### src/rtl/board_io_pkg.sv
// board_io_pkg
//   Shared constants for the board I/O controller:
//     HEX_SEG     - active-low hex-to-segment glyphs, bit order {g,f,e,d,c,b,a}
//     SEG_BLANK   - all segments off (7'h7F)
//     nibble_count(data_w) - number of hex digits needed for a data_w-bit word
package board_io_pkg;

  localparam logic [6:0] SEG_BLANK = 7'h7F;

  // Index = hex value 0..F. A segment is lit when its bit is 0.
  localparam logic [6:0] HEX_SEG [16] = '{
    7'h40, 7'h79, 7'h24, 7'h30,   // 0 1 2 3
    7'h19, 7'h12, 7'h02, 7'h78,   // 4 5 6 7
    7'h00, 7'h10, 7'h08, 7'h03,   // 8 9 A b
    7'h46, 7'h21, 7'h06, 7'h0E    // C d E F
  };

  function automatic int nibble_count(input int data_w);
    return data_w / 4;
  endfunction

endpackage

### src/rtl/btn_debounce.sv
// btn_debounce
//   Synchronises a raw push-button level, accepts a level change only after
//   it has been stable for DEBOUNCE_CYCLES consecutive clocks, and emits a
//   one-cycle pulse on each accepted press (debounced 0 -> 1).
// Ports:
//   clk    - system clock
//   reset  - asynchronous, active-high reset
//   btn    - raw, unsynchronised button level (pressed = 1)
//   pulse  - one-cycle strobe per accepted press
module btn_debounce #(
  parameter int DEBOUNCE_CYCLES = 1000000
) (
  input  logic clk,
  input  logic reset,
  input  logic btn,
  output logic pulse
);

  localparam int CW = (DEBOUNCE_CYCLES > 1) ? $clog2(DEBOUNCE_CYCLES) : 1;
  localparam logic [CW-1:0] CNT_LAST = CW'(DEBOUNCE_CYCLES - 1);

  logic          sync1;
  logic          sync2;
  logic          level;
  logic          level_q;
  logic [CW-1:0] cnt;

  // NOTE: every flop here uses <= so all of them sample pre-edge values;
  // blocking assignments would collapse the synchroniser chain into one flop.
  always_ff @(posedge clk or posedge reset) begin
    if (reset) begin
      sync1   <= 1'b0;
      sync2   <= 1'b0;
      level   <= 1'b0;
      level_q <= 1'b0;
      cnt     <= '0;
      pulse   <= 1'b0;
    end else begin
      sync1   <= btn;
      sync2   <= sync1;
      level_q <= level;
      pulse   <= level & ~level_q;

      // Any sample agreeing with the accepted level restarts the run.
      if (sync2 == level) begin
        cnt <= '0;
      end else if (cnt == CNT_LAST) begin
        level <= ~level;
        cnt   <= '0;
      end else begin
        cnt <= cnt + 1'b1;
      end
    end
  end

endmodule

### src/rtl/board_io_ctrl.sv
// board_io_ctrl
//   Board-side I/O controller: debounces the continue button into a run
//   pulse and scans a DATA_W-bit debug word across a multiplexed
//   NUM_DIGITS-digit seven-segment display. The shown value freezes on a
//   rising edge of halted and is released by the next accepted press; the
//   frozen state is flagged on digit 0's decimal point.
// Build option:
//   BOARD_IO_LZ_BLANK_EN - blank leading-zero digits (digit 0 always shown).
// Ports:
//   clk          - system clock
//   reset        - asynchronous, active-high reset
//   continue_btn - raw push-button level (pressed = 1)
//   halted       - CPU halted status, synchronous to clk
//   debug        - live debug word
//   cont_pulse   - one-cycle strobe per accepted press
//   SEG          - segment cathodes {g..a}, active-low
//   AN           - digit anodes, active-low one-hot
//   DP           - decimal point, active-low
module board_io_ctrl
  import board_io_pkg::*;
#(
  parameter int DATA_W          = 32,
  parameter int NUM_DIGITS      = 8,
  parameter int REFRESH_DIV     = 100000,
  parameter int DEBOUNCE_CYCLES = 1000000
) (
  input  logic                  clk,
  input  logic                  reset,
  input  logic                  continue_btn,
  input  logic                  halted,
  input  logic [DATA_W-1:0]     debug,
  output logic                  cont_pulse,
  output logic [6:0]            SEG,
  output logic [NUM_DIGITS-1:0] AN,
  output logic                  DP
);

  localparam int NIB = nibble_count(DATA_W);
  localparam int IW  = (NUM_DIGITS > 1) ? $clog2(NUM_DIGITS) : 1;
  localparam int PW  = (REFRESH_DIV > 1) ? $clog2(REFRESH_DIV) : 1;
  localparam logic [IW-1:0] IDX_LAST   = IW'(NUM_DIGITS - 1);
  localparam logic [PW-1:0] PRESC_LAST = PW'(REFRESH_DIV - 1);

  logic              hold;
  logic              halted_q;
  logic              halted_rise;
  logic [DATA_W-1:0] disp_val;
  logic [PW-1:0]     presc;
  logic [IW-1:0]     idx;
  logic [3:0]        nib;
  logic [6:0]        seg_next;

  btn_debounce #(
    .DEBOUNCE_CYCLES (DEBOUNCE_CYCLES)
  ) u_debounce (
    .clk   (clk),
    .reset (reset),
    .btn   (continue_btn),
    .pulse (cont_pulse)
  );

  assign halted_rise = halted & ~halted_q;

  // Freeze control: disp_val still loads in the cycle hold is being set, so
  // the frozen value is the debug word seen alongside the halted edge.
  always_ff @(posedge clk or posedge reset) begin
    if (reset) begin
      halted_q <= 1'b0;
      hold     <= 1'b0;
      disp_val <= '0;
    end else begin
      halted_q <= halted;
      if (!hold) begin
        disp_val <= debug;
      end
      // A press takes priority over a coincident halted edge.
      if (cont_pulse) begin
        hold <= 1'b0;
      end else if (halted_rise) begin
        hold <= 1'b1;
      end
    end
  end

`ifdef BOARD_IO_LZ_BLANK_EN
  logic [IW-1:0] msd;
`endif

  // NOTE: every variable gets its default before any conditional update so
  // this block stays purely combinational (no inferred latch).
  always_comb begin
    nib = 4'h0;
    for (int i = 0; i < NIB; i++) begin
      if (idx == IW'(i)) begin
        nib = disp_val[4*i +: 4];
      end
    end
    seg_next = HEX_SEG[nib];
`ifdef BOARD_IO_LZ_BLANK_EN
    msd = '0;
    for (int i = 0; i < NIB; i++) begin
      if (disp_val[4*i +: 4] != 4'h0) begin
        msd = IW'(i);
      end
    end
    if (idx > msd) begin
      seg_next = SEG_BLANK;
    end
`endif
  end

  // Scanner: prescaler sets the per-digit dwell; display pins are registered.
  always_ff @(posedge clk or posedge reset) begin
    if (reset) begin
      presc <= '0;
      idx   <= '0;
      SEG   <= SEG_BLANK;
      AN    <= '1;
      DP    <= 1'b1;
    end else begin
      if (presc == PRESC_LAST) begin
        presc <= '0;
        idx   <= (idx == IDX_LAST) ? '0 : idx + 1'b1;
      end else begin
        presc <= presc + 1'b1;
      end
      SEG <= seg_next;
      AN  <= ~(NUM_DIGITS'(1) << idx);
      DP  <= ~((idx == '0) && hold);
    end
  end

endmodule

### config.mk
export PLATFORM = sky130hd
export DESIGN_NAME = board_io_ctrl
export DESIGN_NICKNAME = d
export VERILOG_FILES = /design/src/rtl/board_io_pkg.sv /design/src/rtl/btn_debounce.sv /design/src/rtl/board_io_ctrl.sv
export SDC_FILE = /design/constraint.sdc
export NUM_CORES = 1
export LEC_CHECK = 0
export ABC_AREA = 1
export BUFFER_PORTS_ARGS = -buffer_cell sky130_fd_sc_hd__buf_2
export CORE_ASPECT_RATIO = 1.75
export CORE_MARGIN = 4
export CORE_UTILIZATION = 55
export DETAILED_ROUTE_END_ITERATION = 7
export PLACE_DENSITY = 0.85
export SLEW_MARGIN = 40
export SYNTH_ARGS = -nofsm -noshare
export SYNTH_HDL_FRONTEND = slang
export SYNTH_SLANG_ARGS = --single-unit
### constraint.sdc
create_clock -name clk -period 7.3 [get_ports clk]
set_input_delay 0.73 -clock clk [delete_from_list [all_inputs] [get_ports clk]]
set_output_delay 0.73 -clock clk [all_outputs]
set_load 0.01 [all_outputs]
==> impl_metrics.tcl <==
set metrics [dict create \
    netlist.area_leader.share_pct 41.5 \
    cts_setup_buffers 0 \
    worstPathMaxFanout 8 \
    ys_seq_area_share_pct 50.3 \
    synth_cells 582 \
    ys_types 39 \
    final_util_pct 65.6 \
    drt_pass1_iterations 5 \
    power_frac_clock_pct 49.3 \
    initial_utilization_pct 57.0 \
    ys.flop_type "dfrtp_1" \
    ant_nets 0 \
    synth_commonest_cells "nand2_1, dfrtp_1, inv_1, nor2_1, nand3_1" \
    swShare_pct 20.4 \
    crit_buf_inv 4 \
    regArea_sq_um 2400 \
    p_leak_nw 2.68 \
    synth-edff-count 0 \
    seqPwrFrac_pct 48.3 \
    worst_setup_path_start_kind "flip-flop" \
    antenna_found_initial 0 \
    ff2ff_path_depth 16 \
    via_count 3908 \
    min_period_over_period_pct 32.9 \
    critPathArrivalTime_ns 2.68 \
    die_x_microns 78.4 \
    track_usage_pct 21.7 \
    first_iter_violations 240 \
    path_class "reg2reg" \
    routedWlPerCell_microns 13.3 \
    grt_max_degree 78 \
    final_cell_count_no_fill 757 \
    fin_area_sq_um 5490 \
    die_y_microns 131 \
    drcViolationCount 0 \
    fin_nets 687 \
    required_ns 7.58 \
    yosysMostFrequentCell "nand2_1" \
    grt_pass1_vias 4136 \
    drive_gt1_share_pct 20.4 \
    ys_warn_count 0 \
    tightest_slew_ns 0.674 \
    fill_cells 699 \
    vias_per_cell 5.16 \
    grt_pass1_wl_microns 18000 \
    r2r_end "SEG[3]$_DFF_PP1_" \
    vdd_drop_max_mv 0.164 \
    syn_nets 632 \
    dieArea_sq_um 10300 \
    place_hpwl_microns 7480 \
    port_buffers 52 \
    power-per-cell-area_nw_per_um2 200 \
    avgSynthCellArea_sq_um 8.19 \
    synth_area_sq_um 4770 \
    core_sq_um 8370 \
    cts-htree-levels 3 \
    cap_violations 0 \
    gp_congestion 0.900 \
    tns_ns 0 \
    hold_buffers 0 \
    worst_slew_margin_rel_pct 55.1 \
    crit_path_end_kind "flip-flop" \
    synth_top_area_cell "dfrtp_1" \
    syn_to_final_growth_pct 15.1 \
    slowest_delay_ns 0.53 \
    min_path_type "in2async" \
    path_cells "inv_4 > ha_1 > inv_1 > o21ai_1 > inv_1 > nand2_1 > nand2_1 > nand2_1 > nand2_1 > a21boi_2 > inv_1 > ha_1 > nand3_1 > nand2_1 > nand2_1 > nand2_1" \
    wl_microns 10100 \
    fmax_ghz 0.416 \
    synthTopCellsByArea "dfrtp_1, nand2_1, dfstp_2" \
    clk_latency_ns 0.35 \
    cts_resized 0 \
    p_int_uw 874 \
    min_period_ns 2.40 \
    status "completed" \
    path_delay_family "simple AND/OR/NAND/NOR gates" \
    ctsRootBufferMaster "clkbuf_16" \
    grt_overflow_total 0 \
    rrSetupSlack_ns 4.90 \
    synth_seq_cells 95 \
    p_switching_uw 224 \
    io_pins 53 \
    combPwrFrac_pct 2.4 \
    dp.cells 741 \
    r2r-start "idx[2]$_DFFE_PP0N_" \
    multi_input_area_sq_um 2010 \
    crit_top_cell "nand2_1" \
    cts-buffers-inserted 9 \
    antenna_cells 0 \
    rows 44 \
    placed_area_sq_um 5140 \
    grt_setup_unrepaired "no" \
    clock_path_buffers 2 \
    cts_num_sinks 95 \
    cts_tree "done" \
    drv_slew 0 \
    finalSetupViolCount 0 \
    clkSlewWorstSetupHoldPaths_ns 0.07 \
    async_flop_share_pct 100 \
    finalClockSkew_ns 0.00612 \
    finalHoldViolations 0 \
    cp_slowest_cell "dfrtp_1" \
]
==> sequential cells by signal, summed over array words and instances (netlist names) <==
signal and cells:
u_debounce.sync2 1, u_debounce.sync1 1, presc 17, halted_q 1, u_debounce.level 1, idx 3, SEG 7, AN 8
DP 1, u_debounce.cnt 20, disp_val 32, u_debounce.level_q 1, u_debounce.pulse 1, hold 1
==> cell usage in the layout, fill, tap and decap left out, types with 3 or more instances in the layout <==
master	instances
a21oi_1	19
buf_2	52
bufinv_16	3
clkbuf_16	9
clkinv_2	3
dfrtp_1	78
dfstp_2	16
ha_1	14
inv_1	69
inv_2	10
nand2_1	191
nand2_2	6
nand2_4	3
nand3_1	30
nand3_2	5
nand4_1	11
nor2_1	41
nor2_2	6
nor2_4	3
nor3_1	14
nor3_2	3
nor3_4	3
nor3b_1	3
nor4_1	5
o21ai_0	11
o21ai_1	7
xor2_1	8
==> power groups by stage <==
stage                     clock [mW]  combinational (mW)  sequential, mW
after floorplan                    0              0.0123           0.540
after global placement             0              0.0265           0.540
after detailed placement           0              0.0271           0.540
after CTS                      0.551              0.0278           0.530
after global routing           0.570              0.0311           0.530
final                          0.541              0.0267           0.530
==> routing by layer <==
metal / GRT usage (%) / wire, microns / vias to the layer above
li1: - / - / 1937
met5: 0 / 0 / -
met1: 24.3 / 3850 / 1831
met2: 38.5 / 5400 / 101
met4: 10.9 / 411 / 0
met3: 4.11 / 429 / 39
==> kinds of logic (layout without fill, tap and decap cells) <==
| family | after synthesis | count (layout) | share of synthesized area [%] |
|---|---|---|---|
| simple gates | 330 | 330 | 32.2 |
| flops | 95 | 95 | 50.3 |
| buf+inv | 92 | 152 | 7.48 |
| compound gates | 42 | 42 | 4.73 |
| fa+ha+maj | 14 | 14 | 3.68 |
| xor+xnor | 9 | 9 | 1.65 |
==> worst max path at each step <==
stage / depth (start not counted) / start / endpoint
finish: 16 / idx[2]$_DFFE_PP0N_ / SEG[3]$_DFF_PP1_
global route: 16 / idx[2]$_DFFE_PP0N_ / SEG[4]$_DFF_PP1_
CTS: 16 / idx[2]$_DFFE_PP0N_ / SEG[3]$_DFF_PP1_
detailed placement: 17 / idx[2]$_DFFE_PP0N_ / SEG[5]$_DFF_PP1_
global placement: 16 / idx[2]$_DFFE_PP0N_ / SEG[0]$_DFF_PP1_
floorplan: 1 / reset / disp_val[0]$_DFFE_PP0N_
==> stage by stage <==
stage | hold WS [ns] | power, mW | setup WS (ns)
4_1_cts | 0.323 | 1.11 | 4.94
3_5_place_dp | 0.336 | 0.567 | 4.97
2_1_floorplan | 0.331 | 0.552 | 4.12
6_report | 0.320 | 1.10 | 4.90
3_3_place_gp | 0.336 | 0.566 | 5.10
5_1_grt | 0.347 | 1.13 | 4.68
==> cell type report <==
class	instances	area share, %
clock buffers	9	4.10
clock inverters	7	2.19
inverters	83	5.77
multi-input cells	395	36.7
flip-flops and latches	95	43.7
well taps	115	2.62
repair buffers	53	4.95
Note: power is estimated with default switching activity, not from simulation.
